## config.mk

```make
export PLATFORM = sky130hd
export DESIGN_NAME = core_seq
export DESIGN_NICKNAME = d
export VERILOG_FILES = /design/src/rtl/core_seq.sv
export SDC_FILE = /design/constraint.sdc
export NUM_CORES = 1
export LEC_CHECK = 0
export CORE_ASPECT_RATIO = 0.7
export CORE_MARGIN = 4
export CORE_UTILIZATION = 43
export CTS_BUF_LIST = sky130_fd_sc_hd__clkbuf_2
export CTS_CLUSTER_SIZE = 30
export DETAILED_ROUTE_END_ITERATION = 8
export GPL_TIMING_DRIVEN = 0
export PLACE_DENSITY = 0.92
export REMOVE_ABC_BUFFERS = 1
export SYNTH_ARGS = -nofsm -noshare
export SYNTH_HDL_FRONTEND = slang
export SYNTH_SLANG_ARGS = --single-unit
```

## constraint.sdc

```tcl
create_clock -name clk_i -period 3.3 [get_ports clk_i]
set_input_delay 0.33 -clock clk_i [delete_from_list [all_inputs] [get_ports clk_i]]
set_output_delay 0.33 -clock clk_i [all_outputs]
set_load 0.01 [all_outputs]
```

## src/rtl/core_seq.sv

```systemverilog
`default_nettype none
// ============================================================================
// Module   : core_seq
// Purpose  : Multi-cycle RV32 execution sequencer. It steps PC, fetch and
//            load/store through valid/ready handshakes, and issues one-cycle
//            commit, retire and bus-error strobes. Define BUS_ERR_TRAP_EN to
//            redirect to trap_vec_i on a bus error instead of halting.
// Revision : 1.0  initial release
// ============================================================================
module core_seq #(
  parameter int unsigned         XLEN     = 32,
  parameter logic [XLEN-1:0]     RESET_PC = 'h8000_0000,
  parameter int unsigned         TIMEOUT  = 255
) (
  input  logic            clk_i,
  input  logic            rst_ni,
  output logic [XLEN-1:0] pc_o,
  output logic [31:0]     inst_o,
  input  logic [XLEN-1:0] next_pc_i,
  output logic            ifu_req_valid_o,
  input  logic            ifu_req_ready_i,
  input  logic            ifu_rsp_valid_i,
  input  logic [31:0]     ifu_rsp_data_i,
  input  logic            ifu_rsp_err_i,
  input  logic            mem_rd_en_i,
  input  logic            mem_wr_en_i,
  output logic            lsu_req_valid_o,
  input  logic            lsu_req_ready_i,
  input  logic            lsu_rsp_valid_i,
  input  logic            lsu_rsp_err_i,
  input  logic            gpr_wr_en_i,
  input  logic            csr_wr_en_i,
  input  logic            ebreak_i,
  input  logic [XLEN-1:0] trap_vec_i,
  output logic            gpr_commit_o,
  output logic            csr_commit_o,
  output logic            retire_o,
  output logic            halted_o,
  output logic            bus_err_o
);

  localparam logic [2:0] S_FETCH = 3'd0;
  localparam logic [2:0] S_FWAIT = 3'd1;
  localparam logic [2:0] S_EXEC  = 3'd2;
  localparam logic [2:0] S_MREQ  = 3'd3;
  localparam logic [2:0] S_MWAIT = 3'd4;
  localparam logic [2:0] S_WB    = 3'd5;
  localparam logic [2:0] S_HALT  = 3'd6;

  localparam int unsigned    CW       = (TIMEOUT < 2) ? 1 : $clog2(TIMEOUT);
  localparam logic [CW-1:0]  CNT_LAST = CW'(TIMEOUT - 1);

  logic [2:0]      state_q, state_d;
  logic [XLEN-1:0] pc_q, pc_d;
  logic [31:0]     inst_q, inst_d;
  logic [CW-1:0]   cnt_q, cnt_d;
  logic            w_bus_err;
  logic            w_store;

  // A response on the last permitted wait cycle wins over the timeout.
  always_comb begin
    w_bus_err = 1'b0;
    if (state_q == S_FWAIT) begin
      w_bus_err = ifu_rsp_valid_i ? ifu_rsp_err_i : (cnt_q == CNT_LAST);
    end else if (state_q == S_MWAIT) begin
      w_bus_err = lsu_rsp_valid_i ? lsu_rsp_err_i : (cnt_q == CNT_LAST);
    end
  end

  assign w_store = mem_wr_en_i & ~mem_rd_en_i;

  always_ff @(posedge clk_i or negedge rst_ni) begin
    if (!rst_ni) begin
      state_q <= S_FETCH;
      pc_q    <= RESET_PC;
      inst_q  <= '0;
      cnt_q   <= '0;
    end else begin
      state_q <= state_d;
      pc_q    <= pc_d;
      inst_q  <= inst_d;
      cnt_q   <= cnt_d;
    end
  end

  always_comb begin
    state_d = state_q;
    pc_d    = pc_q;
    inst_d  = inst_q;
    cnt_d   = cnt_q;
    case (state_q)
      S_FETCH: begin
        if (ifu_req_ready_i) begin
          state_d = S_FWAIT;
          cnt_d   = '0;
        end
      end
      S_FWAIT: begin
        if (ifu_rsp_valid_i) begin
          if (!ifu_rsp_err_i) begin
            inst_d  = ifu_rsp_data_i;
            state_d = S_EXEC;
          end
        end else if (cnt_q != CNT_LAST) begin
          cnt_d = cnt_q + 1'b1;
        end
      end
      S_EXEC: begin
        if (ebreak_i) begin
          state_d = S_HALT;
        end else if (mem_rd_en_i || mem_wr_en_i) begin
          state_d = S_MREQ;
        end else begin
          state_d = S_WB;
        end
      end
      S_MREQ: begin
        if (lsu_req_ready_i) begin
          state_d = S_MWAIT;
          cnt_d   = '0;
        end
      end
      S_MWAIT: begin
        if (lsu_rsp_valid_i) begin
          if (!lsu_rsp_err_i) begin
            state_d = S_WB;
          end
        end else if (cnt_q != CNT_LAST) begin
          cnt_d = cnt_q + 1'b1;
        end
      end
      S_WB: begin
        pc_d    = next_pc_i;
        state_d = S_FETCH;
      end
      S_HALT: begin
        state_d = S_HALT;
      end
      default: begin
        state_d = S_FETCH;
      end
    endcase
    if (w_bus_err) begin
`ifdef BUS_ERR_TRAP_EN
      state_d = S_FETCH;
      pc_d    = trap_vec_i;
`else
      state_d = S_HALT;
`endif
    end
  end

`ifndef BUS_ERR_TRAP_EN
  logic w_unused_trap_vec;
  assign w_unused_trap_vec = ^trap_vec_i;
`endif

  // Request valids are masked while reset is held so nothing is offered.
  always_comb begin
    ifu_req_valid_o = rst_ni && (state_q == S_FETCH);
    lsu_req_valid_o = rst_ni && (state_q == S_MREQ);
    gpr_commit_o    = (state_q == S_WB) && gpr_wr_en_i && !w_store;
    csr_commit_o    = (state_q == S_WB) && csr_wr_en_i;
    retire_o        = (state_q == S_WB) || ((state_q == S_EXEC) && ebreak_i);
    halted_o        = (state_q == S_HALT) || ((state_q == S_EXEC) && ebreak_i);
    bus_err_o       = w_bus_err;
    pc_o            = pc_q;
    inst_o          = inst_q;
  end

endmodule
`default_nettype wire

```

### Word level (Yosys, flattened, before mapping)

Index checks and enable logic that the tools add are counted.

| word-level totals | value |
|---|---|
| register bits after elaboration | 75 |
| input port bits | 109 |
| output and inout bits | 71 |
| word-level logic and storage cells | 61 |

| operators by class | value |
|---|---|
| add/sub/neg operators | 1 |
| equal/unequal tests | 18 |
| multiplexer cells | 20 |
| bitwise gates (word level) | 3 |
| reduce and logical (&&, ||, !) cells | 15 |

Operators with widths:

| operator | number |
|---|---|
| 8-bit 2-to-1 mux | 5 |
| 8-bit case mux with 4 select lines | 1 |
| 3-bit 2-to-1 mux | 9 |
| 3-bit inequality test, second input constant | 6 |
| 3-bit case mux with 6 select lines | 1 |
| 3-bit equality test, second input constant | 3 |
| 8-bit by 1-bit adder with 8-bit output, second input constant | 1 |
| 8-bit equality test, second input constant | 1 |
| 2-bit inequality test, second input constant | 4 |
| 8-bit inequality test, second input constant | 1 |
| 3-bit by 2-bit equality test with 1-bit output, second input constant | 2 |
| 1-bit logical AND | 6 |
| 6-bit AND reduction | 1 |
| 5-bit AND reduction | 1 |
| 1-bit 2-to-1 mux | 4 |
| 4-bit nonzero test | 1 |
| 3-bit by 1-bit equality test with 1-bit output, second input constant | 1 |
| 3-bit logical NOT | 1 |
| 1-bit logical OR | 3 |
| 3-bit AND reduction | 1 |
| 1-bit NOT | 2 |
| 1-bit AND | 1 |
| 1-bit logical NOT | 1 |

### Logic depth before layout (Yosys ltp)

| depth | value |
|---|---|
| depth in word-level cells | 6 |
| mapped depth | 8 |
| mapped depth without buffers | 7 |

### Worst setup path after synthesis

No wires, ideal clock.

| timing path | value |
|---|---|
| kind | reg2reg |
| start | reg cnt_q[0] |
| end | reg cnt_q[5] |
| setup time | 0.104 ns |
| arrival time | 1.800 ns |
| data required time | 3.196 ns |
| slack | 1.396 ns |
| cell stages (with the launch flop) | 9 |
| path buffers | 1 |
| period minus slack after synthesis | 1.904 ns |
| path through | dfrtp_1 -> inv_1 -> ha_1 -> and3_1 -> a211oi_2 -> o221ai_2 -> or2_1 -> buf_6 -> o41ai_2 |

| between the ends | value |
|---|---|
| longest elaborated chain between the ends | 4 |
| elaborated cells on any way between the ends | 6 |
| those cells by class | add/sub (1); eq/ne (1); mux (4) |

Ends and longest elaborated chain:

| what | RTL line | RTL |
|---|---|---|
| start, declared | 56 | `logic [CW-1:0] cnt_q, cnt_d;` |
| start signal, assigned | 82 | `cnt_q <= cnt_d;` |
| 8-bit by 1-bit adder with 8-bit output / 8-bit inequality test (equally long branches) | - |  |
| 8-bit 2-to-1 mux (*) | 104, 128 |  |
| 8-bit 2-to-1 mux, on equally long branches | 124, 99 |  |
| 8-bit case mux with 4 select lines (*) | 91 | `case (state_q)` |

Mark *: on every way between the ends. The rest lies on a longest branch, timed or not. The select of a mux whose other input is x is not followed.
A chain may end at the register's enable or synchronous reset.

### Final worst setup path

| timing path | value |
|---|---|
| start | reg state_q[0] |
| end | out bus_err_o |

| between the ends | value |
|---|---|
| longest elaborated chain between the ends | 3 |
| elaborated cells on any way between the ends | 4 |
| those cells by class | eq/ne (2); mux (2) |

Ends and longest elaborated chain:

| what | RTL line | RTL |
|---|---|---|
| start, declared | 53 | `logic [2:0] state_q, state_d;` |
| start signal, assigned | 79 | `state_q <= state_d;` |
| 3-bit equality test | 65 | `end else if (state_q == S_MWAIT) begin` |
| 1-bit 2-to-1 mux | 65 |  |
| 1-bit 2-to-1 mux (*) | 63 | `if (state_q == S_FWAIT) begin` |
| end, declared | 39 | `output logic bus_err_o` |

Mark *: on every way between the ends. The rest lies on a longest branch, timed or not.

==> results.yml <==
run_status:
  outcome: "finished clean"
synth:
  yosys_warnings: 0
  synth_area_um2: 3189
  avgSynthCellArea_um2: 13.40
  synthArstFlopShare_pct: 100.0
  synthFlopType: "dfrtp_1"
  synth-edff-count: 0
  ys_types: 40
  seq_area_frac_synth_pct: 58.89
  synth_cells: 238
  ys_seq_elements: 75
floorplan:
  core_um2: 6975
  fp-row-count: 25
  start_util_pct: 45.72
  die_area_um2: 8881
  die_h_um: 80.06
  io_pins: 180
  fp.dieW_um: 110.9
drt:
  drt_iter0_drc: 123
  drt-total-wl_um: 8333
  drtAntennaViolNets: 0
  firstDrtPassIters: 4
  num_vias: 2488
  viasPerCell: 5.088
  avgRoutedWirePerCell_um: 17.04
  route.detailed.drc: 0
timing:
  max_freq_mhz: 333.5
  rsz0062_at_grt: "no"
  slew_violations: 0
  setup_viol: 0
  hold_viol_final: 0
  fin_crit_sh_pct: 90.85
  relSlewSlack_pct: 38.03
  tightest_slew_ns: 0.9245
  fin_crit_ns: 2.998
  clock_skew_ns: 0.03290
cells_and_area:
  seq_area_um2: 1879
  final_net_count: 501
  drive_above_1_share_pct: 23.29
  antenna-diode-count: 0
  fillers: 495
  layout_commonest_cell: "clkdlybuf4s50_1"
  final_cell_mix: "clkdlybuf4s50_1 (146), dfrtp_1 (73), mux2_2 (64)"
  areaGrowthSynthToFinish_pct: 54.49
  finalInstanceArea_um2: 4927
  multi_input_area_um2: 1224
setup_path:
  rrSetupSlack_ns: 0.87
  crit_path_end_kind: "primary output"
  cp.arrival_ns: 2.67
  rr_endpoint: "inst_o[17]$_DFFE_PN0P_"
  path_cells: "and2b_1, o21ai_0, a21o_1, a21oi_1, clkdlybuf4s50_1"
  max_stage_delay_ns: 0.62
  critPathRequiredTime_ns: 2.97
  worstSetupPathType: "reg -> out"
  critPathTopFamily: "compound AO/OA/AOI/OAI gates"
  crit_buf_inv: 1
  timing.rr.start: "state_q[2]$_DFFE_PN0P_"
  ff2ff_path_depth: 6
  cp_slowest_cell: "clkdlybuf4s50_1"
  cp-start-kind: "flip-flop"
  critPathMaxFanout: 12
pwr:
  total_power_w: 0.004303
  p_leak_nw: 2.040
  p_per_area_nw_per_um2: 873.4
  peakVddDrop_mv: 0.3863
grt:
  grtUsageTotal_pct: 19.42
  grt.overflow.total: 0
  grt_pass1_wl_um: 13590
  grt_pass1_vias: 2576
  grt_max_degree: 41
  antenna_found_initial: 0
placed_design:
  gp_congestion: 0.8857
  place_hpwl_um: 6509
  placed_area_um2: 4796
  portBuffers: 147
clock_tree:
  numCtsBuffers: 9
  clock_latency_ns: 0.52
  tritoncts: "done"
  htreeDepth: 3
  cts_sinks: 75
  cts_root_buffer: "clkbuf_2"
  cts.reportedPaths.clkPinSlew_ns: 0.23
  post_cts_buffers: 0
  clockBufferDepth: 2
min_path:
  min-delay-path-class: "in -> async"
run:
  drv_cap: 0
-- cells in the mapped netlist (all sizes together), types with 2 or more instances --
cell type	n	area, um2
ha	2	25.02
nand3	5	25.02
o31ai	5	37.54
a32oi	2	17.52
inv	6	22.52
a21oi	5	25.02
nand2	7	26.28
nor2	13	48.80
clkbuf	4	15.01
nand2b	4	25.02
buf	8	55.05
mux2	64	720.7
o21ai	12	60.06
nor2b	3	18.77
dfrtp	74	1852
or2	2	12.52
and3	2	12.51
-- report_power, final --
group | switching (W) | total [W] | internal, W
Sequential | 0.000272 | 0.00162 | 0.00135
Combinational | 0.000845 | 0.00217 | 0.00132
Clock | 0.000336 | 0.000514 | 0.000179
-- metal layers --
metal | up-vias | part of all wire [%] | global-route usage (%)
li1 | 1154 | - | -
met1 | 1207 | 41 | 23.83
met2 | 117 | 50 | 32.87
met3 | 10 | 8.0 | 7.530
met4 | 0 | 1.2 | 4.305
met5 | - | 0 | 0
-- layout make-up --
cell class | count | area share [%]
clock inverters | 7 | 1.524
flip-flops and latches | 75 | 38.14
repair buffers | 153 | 31.74
multi-input cells | 145 | 24.83
clock buffers | 9 | 0.9142
inverters | 6 | 0.4571
well taps | 94 | 2.387
-- sequential cells by signal, indices dropped and copies added (netlist names) --
name and cells:
cnt_q 8, pc_o 32, state_q 3, inst_o 32
-- kinds of logic (layout without fill, tap and decap cells) --
group / count (synthesis) / in the layout / synth area share (%)
AO/OA/AOI/OAI: 34 / 34 / 7.415
XOR/XNOR: 2 / 2 / 0.5493
adder cells (fa/ha/maj): 2 / 2 / 0.7845
buffers and inverters: 18 / 175 / 2.903
flip-flops: 75 / 75 / 58.89
multiplexers: 64 / 64 / 22.60
AND/OR/NAND/NOR: 43 / 43 / 6.866
-- through the flow --
stage / cells / setup TNS [ns] / hold WS (ns) / setup slack (ns) / util, %
after floorplan: 226 / -4.825 / 0.03441 / -0.1508 / -
after global placement: 467 / -97.18 / 0.4673 / -1.414 / 67.50
after detailed placement: 472 / 0 / 0.3291 / 0.7081 / 68.75
after CTS: 489 / 0 / 0.2551 / 0.1946 / 70.62
after global routing: 489 / 0 / 0.2726 / 0.08450 / 70.64
final: 489 / 0 / 0.3064 / 0.3018 / 70.64
-- repair_timing --
| item | in CTS | in global routing |
|---|---|---|
| setup endpoints to repair | 0 | 1 |
| hold buffers | 1 | 0 |
| hold endpoints to repair | 39 | 0 |
| gates resized for setup | 0 | 1 |
-- worst max path at each step --
stage	from	to	slack, ns	cells after the start
3_3_place_gp	ifu_rsp_valid_i	inst_o[27]$_DFFE_PN0P_	-1.41	4
4_1_cts	state_q[0]$_DFFE_PN0P_	bus_err_o	0.19	5
5_1_grt	state_q[2]$_DFFE_PN0P_	bus_err_o	0.08	5
3_5_place_dp	ifu_rsp_valid_i	inst_o[17]$_DFFE_PN0P_	0.71	6
2_1_floorplan	state_q[2]$_DFFE_PN0P_	inst_o[0]$_DFFE_PN0P_	-0.15	4
6_report	state_q[0]$_DFFE_PN0P_	bus_err_o	0.30	5
Note: power is estimated with default switching activity, not from simulation.
